File: config.mk
export PLATFORM = sky130hd
export DESIGN_NAME = reg_file_param
export DESIGN_NICKNAME = d
export VERILOG_FILES = /design/src/rtl/reg_file_pkg.sv /design/src/rtl/rf_clear_seq.sv /design/src/rtl/reg_file_param.sv
export SDC_FILE = /design/constraint.sdc
export NUM_CORES = 1
export LEC_CHECK = 0
export ABC_AREA = 1
export CAP_MARGIN = 20
export CORE_MARGIN = 2
export CORE_UTILIZATION = 55
export DETAILED_ROUTE_END_ITERATION = 6
export PLACE_DENSITY = 0.77
export SETUP_SLACK_MARGIN = 0.5
export SLEW_MARGIN = 20
export SYNTH_ARGS = -nofsm -noshare
export SYNTH_HDL_FRONTEND = slang
export SYNTH_SLANG_ARGS = --single-unit
export TNS_END_PERCENT = 100
File: constraint.sdc
create_clock -name Clk -period 1.6 [get_ports Clk]
set_input_delay 0.32 -clock Clk [delete_from_list [all_inputs] [get_ports Clk]]
set_output_delay 0.32 -clock Clk [all_outputs]
set_load 0.03 [all_outputs]
File: src/rtl/reg_file_pkg.sv
// Shared types and default sizing for the parametrised register file.
package reg_file_pkg;

    typedef enum logic {
        IDLE  = 1'b0,
        SWEEP = 1'b1
    } rf_state_t;

    localparam int DEF_WIDTH    = 8;
    localparam int DEF_NUM_REGS = 4;

endpackage

File: src/rtl/rf_clear_seq.sv
// Sequential clear engine: walks a pointer over every register address,
// one per cycle, so architectural state can be flushed without a reset.
module rf_clear_seq
    import reg_file_pkg::*;
#(
    parameter int NUM_REGS = DEF_NUM_REGS,
    parameter int AW       = $clog2(NUM_REGS)
) (
    input  logic          clk,
    input  logic          rst_n,
    input  logic          clear_req,
    output logic          busy,
    output logic          sweep_en,
    output logic [AW-1:0] sweep_addr
);

    rf_state_t     state;
    logic [AW-1:0] ptr;

    // A request seen while sweeping is dropped, not queued.
    always_ff @(posedge clk or negedge rst_n) begin
        if (!rst_n) begin
            state <= IDLE;
            ptr   <= '0;
        end else begin
            case (state)
                IDLE: begin
                    if (clear_req) begin
                        state <= SWEEP;
                        ptr   <= '0;
                    end
                end
                SWEEP: begin
                    if (ptr == AW'(NUM_REGS - 1)) begin
                        state <= IDLE;
                        ptr   <= '0;
                    end else begin
                        ptr <= ptr + 1'b1;
                    end
                end
                default: begin
                    state <= IDLE;
                    ptr   <= '0;
                end
            endcase
        end
    end

    assign busy       = (state == SWEEP);
    assign sweep_en   = (state == SWEEP);
    assign sweep_addr = ptr;

endmodule

File: src/rtl/reg_file_param.sv
// Parametrised 2-read/1-write register file with valid bits, optional zero
// register, optional write-to-read bypass and a sequential clear sweep.
module reg_file_param
    import reg_file_pkg::*;
#(
    parameter int WIDTH    = DEF_WIDTH,
    parameter int NUM_REGS = DEF_NUM_REGS,
    parameter int AW       = $clog2(NUM_REGS),
    parameter int ZERO_REG = 0,
    parameter int BYPASS   = 1
) (
    input  logic             Clk,
    input  logic             Reset,
    input  logic             WriteEn,
    input  logic [AW-1:0]    Waddr,
    input  logic [WIDTH-1:0] DataIn,
    input  logic [AW-1:0]    RaddrA,
    input  logic [AW-1:0]    RaddrB,
    output logic [WIDTH-1:0] DataOutA,
    output logic [WIDTH-1:0] DataOutB,
    output logic             ValidA,
    output logic             ValidB,
    input  logic             ClearReq,
    output logic             Busy
);

    logic [WIDTH-1:0] regs [NUM_REGS];
    logic [NUM_REGS-1:0] vld;
    logic             busy;
    logic             sweep_en;
    logic [AW-1:0]    sweep_addr;
    logic             wr_acc;

    rf_clear_seq #(
        .NUM_REGS (NUM_REGS),
        .AW       (AW)
    ) u_clear_seq (
        .clk        (Clk),
        .rst_n      (Reset),
        .clear_req  (ClearReq),
        .busy       (busy),
        .sweep_en   (sweep_en),
        .sweep_addr (sweep_addr)
    );

    assign Busy   = busy;
    assign wr_acc = WriteEn && !busy && !((ZERO_REG != 0) && (Waddr == '0));

    // wr_acc already excludes the sweep, so the two branches never collide.
    always_ff @(posedge Clk or negedge Reset) begin
        if (!Reset) begin
            for (int i = 0; i < NUM_REGS; i++) begin
                regs[i] <= '0;
            end
            vld <= '0;
        end else if (sweep_en) begin
            regs[sweep_addr] <= '0;
            vld[sweep_addr]  <= 1'b0;
        end else if (wr_acc) begin
            regs[Waddr] <= DataIn;
            vld[Waddr]  <= 1'b1;
        end
    end

    logic [AW-1:0]    raddr [2];
    logic [WIDTH-1:0] rdata [2];
    logic             rvld  [2];

    assign raddr[0] = RaddrA;
    assign raddr[1] = RaddrB;

    // Zero register takes priority over the bypass path.
    always_comb begin
        for (int p = 0; p < 2; p++) begin
            rdata[p] = regs[raddr[p]];
            rvld[p]  = vld[raddr[p]];
            if ((BYPASS != 0) && wr_acc && (raddr[p] == Waddr)) begin
                rdata[p] = DataIn;
                rvld[p]  = 1'b1;
            end
            if ((ZERO_REG != 0) && (raddr[p] == '0)) begin
                rdata[p] = '0;
                rvld[p]  = 1'b1;
            end
        end
    end

    assign DataOutA = rdata[0];
    assign DataOutB = rdata[1];
    assign ValidA   = rvld[0];
    assign ValidB   = rvld[1];

endmodule

# Word-level counts from Yosys, hierarchy flattened
# Index checks and enable logic that the tools add are counted.
op_classes:
  n_addsub: 1
  n_mul: 0
  div_mod_pow: 0
  magnitude_cmp: 12
  n_eq_ne: 4
  shift: 0
  muxes: 33
  n_bitwise: 10
  reduce_logical: 9
ops:
  columns: ["op", "count"]
  rows:
  - ["$mux 32", 2]
  - ["$mux 8", 8]
  - ["$and 32x32->32", 1]
  - ["$bmux 8 s2", 2]
  - ["$bwmux 32", 1]
  - ["$demux 8 s2", 2]
  - ["$not 32->32", 1]
  - ["$ge 3x3->1 const B", 4]
  - ["$lt 2x3->1 const B", 4]
  - ["$not 2->3", 4]
  - ["$mux 1", 8]
  - ["$mux 4", 2]
  - ["$logic_and 1x1->1", 7]
  - ["$lt 3x1->1 const B", 2]
  - ["$and 4x4->4", 1]
  - ["$bmux 1 s2", 2]
  - ["$demux 1 s2", 2]
  - ["$eq 2x2->1", 2]
  - ["$ge 2x1->1 const B", 2]
  - ["$mux 2", 2]
  - ["$not 4->4", 1]
  - ["$or 4x4->4", 1]
  - ["$pmux 2 s2", 1]
  - ["$add 2x1->2 const B", 1]
  - ["other kinds (6)", 6]
word_totals:
  register_bits: 39
  latchBits: 0
  ramBits: 0
  mem_bits_ro: 0
  inputBits: 18
  out_inout_bits: 19
  elab_cells: 76
  memories: 0

# Longest topological paths before layout
depth:
  ltp_word: 8
  mapped_depth: 7

# Cells and area by module
# From an unflattened synthesis, not the netlist that was laid out.
hier_totals:
  hier_cells: 419
  area_unflattened_um2: 2751.4
by_module_without_submodules:
  columns: ["mod", "n_inst", "cells_per_inst", "area_per_inst_um2", "seq_area_each_um2"]
  rows:
  - ["reg_file_param", 1, 402, 2607.5, 900.9]
  - ["rf_clear_seq", 1, 17, 143.9, 75.1]

# Least setup slack after synthesis
# Ideal clock, no wire load.
synth_timing:
  kind: "reg-to-output"
  start: "register u_clear_seq.state (netlist: u_clear_seq.busy)"
  end: "output port ValidA"
  t_arrival_ps: 1371
  required_time_ps: 1280
  setup_slack_ps: -91
  path_stages_with_launch: 6
  path_cell_list: "dfrtp_1 buf_6 nor2_8 buf_8 nand3_4 nand3_1"
synth_via:
  elab_chain_cells: 4
synth_lines:
  columns: ["element", "line_no", "text"]
  rows:
  - ["start: declaration", "rf_clear_seq.sv:17", "rf_state_t state;"]
  - ["start signal: assignment", "rf_clear_seq.sv:23", "state <= IDLE;"]
  - ["start signal: assignment", "rf_clear_seq.sv:29", "state <= SWEEP;"]
  - ["start signal: assignment", "rf_clear_seq.sv:35", "state <= IDLE;"]
  - ["$logic_not 1->1", "reg_file_param.sv:47", "assign wr_acc = WriteEn && !busy && !((ZERO_REG != 0) && (Waddr == '0));"]
  - ["$logic_and 1x1->1", "reg_file_param.sv:47", null]
  - ["$logic_and 1x1->1", "reg_file_param.sv:77", "if ((BYPASS != 0) && wr_acc && (raddr[p] == Waddr)) begin"]
  - ["$mux 1", "reg_file_param.sv:77", null]
  - ["end: declaration", "reg_file_param.sv:21", "output logic ValidA,"]
# Every way passes these cells.

# Final worst setup path
layout_timing:
  start: "register u_clear_seq.state (netlist: u_clear_seq.busy)"
  end: "output port DataOutA[7]"
layout_via:
  elab_chain_cells: 4
layout_lines:
  columns: ["element", "line_no", "text"]
  rows:
  - ["$logic_not 1->1", "reg_file_param.sv:47", null]
  - ["$logic_and 1x1->1", "reg_file_param.sv:47", null]
  - ["$logic_and 1x1->1", "reg_file_param.sv:77", null]
  - ["$mux 8", "reg_file_param.sv:77", null]
  - ["end: declaration", "reg_file_param.sv:19", "output logic [WIDTH-1:0] DataOutA,"]
# Every way passes these cells.

==> reports/summary.txt <==
status: finished, violations left
failing checks: setup timing
drt pass-1 iters: 5
GRT overflow: 0
reg2reg path depth: 7
critical path endpoint: DataOutA[7]
#FFs+latches synth: 39
worst endpoint required time: 1280 ps
Clock Tree Buf Depth: 2
core footprint: 4750 um^2
Max H-tree Level: 2
first-pass GRT wire length: 14100 um
critical path capture point type: output pin
Critical Path AT: 1620 ps
final slew viol count: 0
CP Launch Type: flip-flop
routed vias: 2999
most numerous cell in the Yosys netlist: nand2_1
Synth top cells by count: 141 x nand2_1, 50 x nand3_1, 47 x inv_1
Internal: 2640 uW
clock share of power: 0.155
GRT Total Usage: 0.344
RSZ-0062 raised after global routing: true
PnR worst setup slack: -335 ps
Hold Vio Cnt, Final: 0
Placer Congestion: 0.958
Yosys cell types: 26
fin crit share: 1.21
Mapped Avg Cell Area: 7.15 um^2
syn nets: 404
root buf cell: clkbuf_8
clk slew on worst S/H paths: 90 ps
drt total wl: 9050 um
ANT cells: 0
critical path type: reg2out
Synth Cell Area: 2730 um^2
layout cells sized above 1: 0.346
Initial Util: 0.574
Routed Antenna Nets: 0
DP Wirelength: 6180 um
CP max FO: 6
Sink Count: 39
Pwr Density: 1240 nW/um^2
Worst IR Drop VDD: 1.18 mV
sequential share of power: 0.304
Setup violations, final: 18
number of vias per cell: 5.73
drt wl/cell: 17.3 um
Final Util: 0.816
Worst-Margin Slew: 395 ps
reg2reg end: regs[27]
Top FF cell, synth: dfrtp_1
area share of the largest cell type after synthesis: 0.357
r2r startpoint: u_clear_seq.busy
Die H: 74.5 um
Pleak: 0.00197 uW
max-cap violations: 0
synthesized instance count: 382
# rows: 25
CTS tree: yes
residual DRC count: 0
worst setup path start: u_clear_seq.busy
Synth Warn #: 0
Rel. slew slack: 0.736
setup slack, reg-to-reg: 70 ps
initial antenna violation count: 0
initial DRC count: 309
Seq. cell area: 977 um^2
number of synthesized flops with an enable pin: 0
HP Class: in2async
multi-input combinational cell area: 1790 um^2
fmax: 517 MHz
sw frac: 0.452
post-synthesis sequential area ratio: 0.357
Async SR Flop Fraction: 1.00
number of global-route vias before repair: 2882
Layout area overhead: 42.0%
Port-buffer cells: 36
fill cell count: 313
final net count: 477
die width: 74.5 um
boundary pin count: 37
Final Critical Period: 1940 ps
Synth area leader: dfrtp_1
DIE AREA: 5550 um^2
Comb pwr share: 0.541
TNS Setup: -5660 ps
ranking of synthesized cells by area: dfrtp_1 36%, nand2_1 19%, nand3_1 9.2%
largest net degree at the start of global routing: 19
Setup Skew: 3.92 ps
CTS Buf Count: 5
Psw: 2180 uW
clk_lat worst skew: 300 ps
worst min path at each step:
stage               startpoint  endpoint  slack [ps]  depth (start not counted)
floorplan                Reset   regs[0]          20                          0
global placement         Reset  regs[28]         260                          1
detailed placement       Reset  regs[28]         270                          1
CTS                      Reset  regs[28]         490                          2
global route             Reset  regs[30]         470                          2
finish                   Reset   regs[1]         450                          2
power groups by stage:
stage	clock network, uW	logic, uW	registers, uW
after CTS	754	2420	1450
after floorplan	0	1510	1440
after detailed placement	0	2150	1490
final	747	2600	1460
after global routing	798	2820	1490
after global placement	0	2110	1470
worst max-delay path: stages (launching register included):
cell,delay [ps]
dfrtp_2,460
buf_4,180
nor2_8,200
nand4_1,200
nand2_4,120
buf_4,160
stage by stage:
| step | worst slack (ps) | cell area [um^2] | hold slack, ps | instances | total power (uW) |
|---|---|---|---|---|---|
| floorplan | 30.2 | 2880 | 24.4 | 382 | 2950 |
| global placement | -454 | 3470 | 261 | 503 | 3580 |
| detailed placement | -505 | 3470 | 275 | 503 | 3640 |
| CTS | -285 | 3780 | 487 | 521 | 4620 |
| global route | -374 | 3880 | 475 | 523 | 5110 |
| finish | -335 | 3880 | 447 | 523 | 4810 |
sequential cells by signal (all words and copies together), names as in the netlist:
register,flops
u_clear_seq.busy,1
vld,4
u_clear_seq.sweep_addr,2
regs,32
final cells by class:
cell class	count	share of cell area
timing repair buffer	74	0.181
clock buffer	6	0.0213
clock inverter	2	0.00419
sequential	39	0.252
multi-input combinational	280	0.462
inverter	55	0.0578
tap	67	0.0216
cells by family (layout without fill, tap and decap cells):
kind of cell,count (synthesis),count (layout),share of synthesized area
AND/OR/NAND/NOR,230,235,0.398
adder cells (fa/ha/maj),4,4,0.0183
buffers and inverters,68,137,0.112
flip-flops,39,39,0.357
AO/OA/AOI/OAI,41,41,0.114
what timing repair did:
action / CTS / global route
buffers inserted: 4 / 2
endpoints found under the setup margin: 56 / 81
gates resized for setup: 53 / 17
pin swaps: 17 / 8
gates cloned: 5 / 0
hold buffers: 1 / 0
hold endpoints to repair: 16 / 0
per-layer routing:
layer / up-vias / track usage / share of wire
met5: - / 0 / 0
met4: 0 / 0.141 / 0.041
met3: 39 / 0.0678 / 0.074
met2: 170 / 0.582 / 0.50
met1: 1398 / 0.431 / 0.38
li1: 1392 / - / -
cell usage in the layout, fill, tap and decap left out, types with 9 or more instances in the layout:
| cell | count |
|---|---|
| buf_4 | 37 |
| dfrtp_1 | 38 |
| inv_1 | 46 |
| nand4_1 | 16 |
| nand2_2 | 16 |
| buf_6 | 13 |
| nand3_1 | 48 |
| nand2_1 | 107 |
| clkdlybuf4s50_1 | 9 |
| o21ai_2 | 24 |
| nand2_4 | 21 |
(Power assumes the default switching activity.)
